--- src/rtl/cnn_stage_sequencer.sv ---
// Handshake-driven load/compute/display sequencer for the CNN datapath.
// Define STAGE_WATCHDOG_EN to compile in the per-wait watchdog and the ERR trap.
module cnn_stage_sequencer #(
    parameter int NUM_LAYERS = 3,
    parameter int LIDX_W     = 4,
    parameter int TIMEOUT    = 1023
) (
    input  logic              clk,
    input  logic              rst,
    input  logic              start,
    input  logic              mem_done,
    input  logic              comp_done,
    input  logic              disp_ack,
    output logic              enable_memory,
    output logic              enable_compute,
    output logic              enable_display,
    output logic              comp_start,
    output logic [LIDX_W-1:0] layer_idx,
    output logic              busy,
    output logic              frame_done,
    output logic [7:0]        frame_cnt,
    output logic              error
);

    localparam logic [2:0] S_IDLE        = 3'd0;
    localparam logic [2:0] S_LOAD        = 3'd1;
    localparam logic [2:0] S_COMP_LAUNCH = 3'd2;
    localparam logic [2:0] S_COMP_WAIT   = 3'd3;
    localparam logic [2:0] S_NEXT        = 3'd4;
    localparam logic [2:0] S_DISPLAY     = 3'd5;
    localparam logic [2:0] S_DONE        = 3'd6;
    localparam logic [2:0] S_ERR         = 3'd7;

    localparam logic [LIDX_W-1:0] LAST_LAYER = LIDX_W'(NUM_LAYERS - 1);

    if (NUM_LAYERS < 1 || NUM_LAYERS > 15 || (NUM_LAYERS - 1) >= (1 << LIDX_W) ||
        TIMEOUT < 1 || TIMEOUT > 1023) begin : g_cfg_check
        $error("cnn_stage_sequencer: illegal parameter combination");
    end

    logic [2:0]        state;
    logic [2:0]        state_nxt;
    logic [LIDX_W-1:0] layer_q;
    logic              wd_expire;

`ifdef STAGE_WATCHDOG_EN
    localparam logic [9:0] WD_LAST = 10'(TIMEOUT - 1);
    logic [9:0] wd_cnt;

    // Cycle k of a wait holds k-1, so the compare fires on the TIMEOUT-th cycle.
    always_ff @(posedge clk) begin
        if (!rst) begin
            wd_cnt <= '0;
        end else if (state_nxt != state) begin
            wd_cnt <= '0;
        end else if (state == S_LOAD || state == S_COMP_WAIT || state == S_DISPLAY) begin
            wd_cnt <= wd_cnt + 10'd1;
        end
    end

    assign wd_expire = (wd_cnt == WD_LAST);
`else
    assign wd_expire = 1'b0;
`endif

    // Done inputs are tested before the watchdog so a coincident done wins.
    always_comb begin
        state_nxt = state;
        case (state)
            S_IDLE:        if (start) state_nxt = S_LOAD;
            S_LOAD:        if (mem_done) state_nxt = S_COMP_LAUNCH;
                           else if (wd_expire) state_nxt = S_ERR;
            S_COMP_LAUNCH: state_nxt = S_COMP_WAIT;
            S_COMP_WAIT:   if (comp_done) state_nxt = S_NEXT;
                           else if (wd_expire) state_nxt = S_ERR;
            S_NEXT:        state_nxt = (layer_q == LAST_LAYER) ? S_DISPLAY : S_COMP_LAUNCH;
            S_DISPLAY:     if (disp_ack) state_nxt = S_DONE;
                           else if (wd_expire) state_nxt = S_ERR;
            S_DONE:        state_nxt = S_IDLE;
            S_ERR:         state_nxt = S_ERR;
            default:       state_nxt = S_IDLE;
        endcase
    end

    always_ff @(posedge clk) begin
        if (!rst) begin
            state   <= S_IDLE;
            layer_q <= '0;
        end else begin
            state <= state_nxt;
            if (state_nxt == S_IDLE) begin
                layer_q <= '0;
            end else if (state == S_NEXT && layer_q != LAST_LAYER) begin
                layer_q <= layer_q + 1'b1;
            end
        end
    end

    // Every output is a registered decode of the state present in the previous cycle.
    always_ff @(posedge clk) begin
        if (!rst) begin
            enable_memory  <= 1'b1;
            enable_compute <= 1'b1;
            enable_display <= 1'b1;
            comp_start     <= 1'b0;
            layer_idx      <= '0;
            busy           <= 1'b0;
            frame_done     <= 1'b0;
            frame_cnt      <= '0;
            error          <= 1'b0;
        end else begin
            enable_memory  <= (state == S_IDLE) || (state == S_ERR);
            enable_compute <= (state == S_IDLE) || (state == S_LOAD) || (state == S_ERR);
            enable_display <= !((state == S_DISPLAY) || (state == S_DONE));
            comp_start     <= (state == S_COMP_LAUNCH);
            layer_idx      <= layer_q;
            busy           <= (state != S_IDLE);
            frame_done     <= (state == S_DONE);
            error          <= (state == S_ERR);
            if (state == S_DONE) begin
                frame_cnt <= frame_cnt + 8'd1;
            end
        end
    end

endmodule

--- config.mk ---
export PLATFORM = sky130hd
export DESIGN_NAME = cnn_stage_sequencer
export DESIGN_NICKNAME = d
export VERILOG_FILES = /design/src/rtl/cnn_stage_sequencer.sv
export SDC_FILE = /design/constraint.sdc
export NUM_CORES = 1
export LEC_CHECK = 0
export ABC_AREA = 1
export CORE_UTILIZATION = 49
export CTS_BUF_LIST = sky130_fd_sc_hd__clkbuf_4
export CTS_CLUSTER_DIAMETER = 60
export DETAILED_ROUTE_END_ITERATION = 6
export PLACE_DENSITY = 0.78
export SYNTH_ARGS = -nofsm -noshare
export SYNTH_HDL_FRONTEND = slang
export SYNTH_SLANG_ARGS = --single-unit
--- constraint.sdc ---
create_clock -name clk -period 1.7 [get_ports clk]
set_input_delay 0.17 -clock clk [delete_from_list [all_inputs] [get_ports clk]]
set_output_delay 0.17 -clock clk [all_outputs]
set_load 0.05 [all_outputs]
==> run metrics, run 1 <==
flops & latches, synth=26; Sw Share=27.1%; Pre-antenna DRT Iters=4; R2R depth=10; Worst Skew=0.00951 ns; Ports=25; Critical Path AT=1.47 ns; CP max stage delay=0.80 ns; status=completed; Final WS setup=0.0602 ns; pre-CTS setup slack=0.196 ns; final worst path period need=1.64 ns; synthesized area=1100 sq um; WL/cell=10.5 um; worst hold path type=reg2reg; clock latency on the worst-skew pair=0.32 ns; area growth from synthesis to layout=25.9%; crit-path max FO=1; Crit. End Element=output pin; Crit path depth=1; setup TNS=0 ns; commonest cells after routing, fill and taps aside=26 x dfxtp_1, 23 x inv_1, 23 x nand2_1; Yosys cell types=24; initial antenna violation count=0; Least-Margin Pin Slew=0.502 ns; fin nets=180; max-capacitance violation count=0; commonest non-fill, non-tap cell in the layout=dfxtp_1; WL final=2.07 mm; Reg clk slew, reported paths=0.14 ns; Clock Path Buffers=2; post-synthesis net count=152; relative slew slack=66.5%; syn avg cell area=7.66 sq um; row count=16; final hold violations=0; NetSw=281 uW; PD cells=754 nW/um^2; critical path class=reg2out; Logic pwr share=13.6%; largest net degree at the start of global routing=14; global-route wire length before repair=3.45 mm; dpl hpwl=1.56 mm; vias per std cell=4.78; Buf/Inv on CP=1; layout cells sized above 1=13.0%; DRT iter0 DRCs=11; clock power share=24.6%; Startpoint Class=flip-flop; via count=936; P_int=759 uW; root buffer cell=clkbuf_4; postcts setup bufs=0; worst hold path cell count=2; # DRC=0; Synth Instances=143; CTS Buf Count=3; CP top delay family=buffers and inverters; CTS tree=built; GRT Overall Usage=18.8%; die area=2430 sq um; leakage power=0.625 nW; Fmax=610 MHz; sequential area share after synthesis=47.5%; GP Congestion=0.861; H-tree Lvls=1; Slowest-stage cell, CP=clkdlybuf4s50_1; Die X=49.3 um; Reg power frac=61.9%; Ys Warns=0; Starting Density=54.2%; diodes inserted=0; Die Y=49.3 um; Worst VDD drop=0.535 mV; final max-slew violation count=0; CP required=1.53 ns; IO buf count=24; final setup fails=0; number of clock sinks=26; remaining antenna violation count=0; CP cell instances=clkdlybuf4s50_1; period utilization=96.5%; vias in the first global route=860; Util after Layout=68.3%; core area=2020 sq um; RSZ-0062 raised after global routing=no; gr ovfl total=0
## power by group through the flow
stage	Combinational, mW	Clock (mW)	Sequential (mW)
floorplan	0.0763	0	0.679
global placement	0.140	0	0.656
detailed placement	0.142	0	0.657
CTS	0.142	0.262	0.643
global route	0.155	0.279	0.646
finish	0.141	0.256	0.643
## logic make-up (layout without fill, tap and decap cells)
| family | count (synthesis) | after routing | synth area share (%) |
|---|---|---|---|
| buffers and inverters | 29 | 55 | 10.4 |
| AND/OR/NAND/NOR | 65 | 65 | 27.3 |
| adder cells (fa/ha/maj) | 3 | 3 | 3.43 |
| XOR/XNOR | 4 | 4 | 3.20 |
| AO/OA/AOI/OAI | 16 | 16 | 8.22 |
| flip-flops | 26 | 26 | 47.5 |
## metrics by stage
stage	instance area (sq um)	total power, mW	hold WS, ns	std cells
floorplan	1100	0.755	0.286	143
global placement	1360	0.796	0.451	193
detailed placement	1360	0.798	0.455	193
CTS	1380	1.05	0.474	196
global route	1380	1.08	0.486	196
finish	1380	1.04	0.474	196
## flip-flops by register name (all words and copies together), names as in the netlist
register,cells
busy,1
comp_start,1
enable_compute,1
enable_display,1
enable_memory,1
error,1
frame_cnt,8
frame_done,1
layer_idx,4
layer_q,4
state,3
## cells in the mapped netlist (all sizes together)
cell type | number | share of area, %
clkbuf | 1 | 0.34
nand4 | 2 | 1.1
dfxtp | 26 | 47
nor2 | 25 | 9.5
nor3 | 4 | 2.7
ha | 3 | 3.4
nand2 | 23 | 7.9
nor4 | 1 | 0.57
xor2 | 3 | 2.4
nand3 | 10 | 5.5
buf | 2 | 1.1
a21oi | 7 | 3.5
inv | 26 | 8.9
xnor2 | 1 | 0.80
o31ai | 1 | 0.69
o21a | 1 | 0.69
o21ai | 6 | 2.7
a31oi | 1 | 0.57
## layout make-up
class | instances | area (sq um)
multi-input cells | 88 | 464
inverters | 26 | 97.6
repair buffers | 26 | 241
flip-flops and latches | 26 | 520
well taps | 27 | 33.8
fillers | 181 | 642
clock buffers | 3 | 22.5
## final timing paths
path / to / slack (ns) / start
setup / recovery: enable_display / 0.06 / enable_display$_SDFF_PN1_
hold / removal: layer_idx[3]$_SDFF_PN0_ / 0.47 / layer_q[3]$_SDFFE_PP0P_
setup reg to reg: layer_q[3]$_SDFFE_PP0P_ / 0.19 / layer_q[0]$_SDFFE_PP0P_
hold reg to reg: layer_idx[3]$_SDFF_PN0_ / 0.47 / layer_q[3]$_SDFFE_PP0P_
## layer usage
metal	track usage, %	part of all wire, %	vias up
met1	20.4	46	408
met4	12.7	2.2	0
met3	3.43	4.1	5
met5	0	0	-
li1	-	-	500
met2	32.9	48	23
## tightest hold or removal path, stage by stage (launching register included)
cell,delay (ns)
dfxtp_1,0.36
nand2_1,0.06
inv_1,0.03
## repair_timing
action,4_1_cts,5_1_grt
resized for setup,3,1
hold buffers,0,0
endpoints found under the hold margin,0,0
setup endpoints to repair,3,2
No activity file was read; power rests on OpenSTA's default activity.
==> run 2, diff against run 1 <==
--- a/config.mk
+++ b/config.mk
@@ -10,7 +10,7 @@
 export CTS_BUF_LIST = sky130_fd_sc_hd__clkbuf_4
 export CTS_CLUSTER_DIAMETER = 60
 export DETAILED_ROUTE_END_ITERATION = 6
-export PLACE_DENSITY = 0.78
+export PLACE_DENSITY = 0.83
 export SYNTH_ARGS = -nofsm -noshare
 export SYNTH_HDL_FRONTEND = slang
 export SYNTH_SLANG_ARGS = --single-unit
==> run 2 against run 1 <==
Compared with the run above: highest routed layer unchanged; largest power group unchanged; maximum frequency up 0.50%; sequential share of layout area down 0.28 points; die area is the same; worst hold slack lost 0.0069 ns; critical path depth stayed put.
==> run metrics, run 2 (same netlist as run 1, synthesis figures left out) <==
# DRC=0 (unchanged); Final WS setup=0.0683 ns (+0.00815 ns); max reg flops=8 (unchanged); global-route wire length before repair=3.55 mm (+2.8%); Reg clk slew, reported paths=0.13 ns (about the same); Die X=49.3 um (unchanged); CTS tree=built; postcts setup bufs=0 (unchanged); relative slew slack=66.5% (about the same); CP required=1.53 ns (about the same); WL/cell=10.3 um (-2.0%); CP cell instances=clkdlybuf4s50_1; commonest cells after routing, fill and taps aside=25 x dfxtp_1, 23 x inv_1, 23 x nand2_1; period utilization=96.0% (-0.48 points); Worst Skew=0.00421 ns (-0.00529 ns); final hold violations=0 (unchanged); leakage power=0.646 nW (+3.4%); IO buf count=24 (unchanged); worst hold path type=reg2reg; setup TNS=0 ns (unchanged); Buf/Inv on CP=1 (unchanged); worst hold path cell count=2 (unchanged); initial antenna violation count=0 (unchanged); core area=2020 sq um (unchanged); flip-flop and latch area=522 sq um (+0.24%); commonest non-fill, non-tap cell in the layout=dfxtp_1; final setup fails=0 (unchanged); RSZ-0062 raised after global routing=no; status=completed; overall power=1.04 mW (+0.39%); Die Y=49.3 um (unchanged); crit-path max FO=2 (+1); GRT Overall Usage=18.9% (+0.037 points); top register by number of flip-flops=frame_cnt; largest net degree at the start of global routing=15 (+1); # fillers=167 (-7.7%); Ports=25 (unchanged); number of clock sinks=26 (unchanged); area of the multi-input gates=462 sq um (-0.54%); root buffer cell=clkbuf_4; Worst VDD drop=0.416 mV (-22%); GP Congestion=0.847 (-1.7%); CP top delay family=buffers and inverters; max-capacitance violation count=0 (unchanged); PD cells=749 nW/um^2 (-0.60%); Util after Layout=68.9% (+0.68 points); pre-CTS setup slack=0.190 ns (-0.00582 ns); layout cells sized above 1=13.5% (+0.43 points); gr ovfl total=0 (unchanged); diodes inserted=0 (unchanged); area growth from synthesis to layout=27.2%; Pre-antenna DRT Iters=4 (unchanged); Startpoint Class=flip-flop; fin nets=181 (+0.56%); Clock Path Buffers=2 (unchanged); CTS Buf Count=3 (unchanged); vias per std cell=4.90 (+2.6%); WL final=2.05 mm (-0.97%); R2R depth=10 (unchanged); clock latency on the worst-skew pair=0.32 ns (about the same); vias in the first global route=911 (+5.9%); Critical Path AT=1.46 ns (about the same); Fmax=613 MHz (+0.50%); via count=970 (+3.6%); final worst path period need=1.63 ns (-0.00815 ns); hold_buf cts=0 (unchanged); H-tree Lvls=1 (unchanged); Slowest-stage cell, CP=clkdlybuf4s50_1; dpl hpwl=1.54 mm (-0.86%); critical path class=reg2out; DRT iter0 DRCs=20 (+9); Crit. End Element=output pin; CP max stage delay=0.80 ns (about the same); final max-slew violation count=0 (unchanged); Crit path depth=1 (unchanged); row count=16 (unchanged); Top Registers=frame_cnt x8, layer_idx x4, layer_q x4; Starting Density=54.2% (unchanged); die area=2430 sq um (unchanged); Least-Margin Pin Slew=0.502 ns (+0.000663 ns); remaining antenna violation count=0 (unchanged)
-- run 2: changes by cell type in the layout (fill, tap and decap cells not counted), sizes merged --
cell | before | now
buf | 6 | 7
clkinv | 0 | 1
dlygate4sd2 | 3 | 2
dlymetal6s2s | 0 | 1
-- run 2: timing repair --
item | CTS | global route
resized for setup | 2 | 2
setup endpoints to repair | 2 | 2
gates cloned | 0 | 0
-- run 2: worst paths after layout --
path                                   from                 endpoint  slack [ns]
setup / recovery  frame_cnt[7]$_SDFFE_PN0N_             frame_cnt[7]        0.07
hold / removal      layer_q[3]$_SDFFE_PP0P_  layer_idx[3]$_SDFF_PN0_        0.47
setup reg to reg    layer_q[1]$_SDFFE_PP0P_  layer_q[1]$_SDFFE_PP0P_        0.18
hold reg to reg     layer_q[3]$_SDFFE_PP0P_  layer_idx[3]$_SDFF_PN0_        0.47
-- run 2: metal layers --
metal	routed length, um	part of all wire, %	vias up	GRT usage, %
met5	0	0	-	0
met4	36	1.8	0	8.33
met3	119	5.8	5	3.43
met2	962	47	32	32.6
met1	927	45	432	22.5
li1	-	-	501	-
-- run 2: layout make-up --
type	count	share of cell area, %
clock buffers	3	1.62
clock inverters	1	0.269
inverters	26	7.00
multi-input cells	88	33.1
flip-flops and latches	26	37.4
well taps	27	2.42
repair buffers	27	18.1
-- run 2: where the power goes --
part / leakage (nW) / total [mW] / switching (mW) / internal (mW)
Clock: 0.0154 / 0.258 / 0.172 / 0.0860
Sequential: 0.211 / 0.644 / 0.0184 / 0.625
Combinational: 0.420 / 0.142 / 0.0905 / 0.0518
Total: 0.646 / 1.04 / 0.281 / 0.763
-- run 2: per-stage QoR --
| stage | cells | hold slack [ns] | instance area, sq um |
|---|---|---|---|
| after floorplan | 143 | 0.286 | 1100 |
| after global placement | 194 | 0.450 | 1370 |
| after detailed placement | 194 | 0.447 | 1370 |
| after CTS | 198 | 0.465 | 1390 |
| after global routing | 198 | 0.501 | 1390 |
| final | 198 | 0.467 | 1390 |
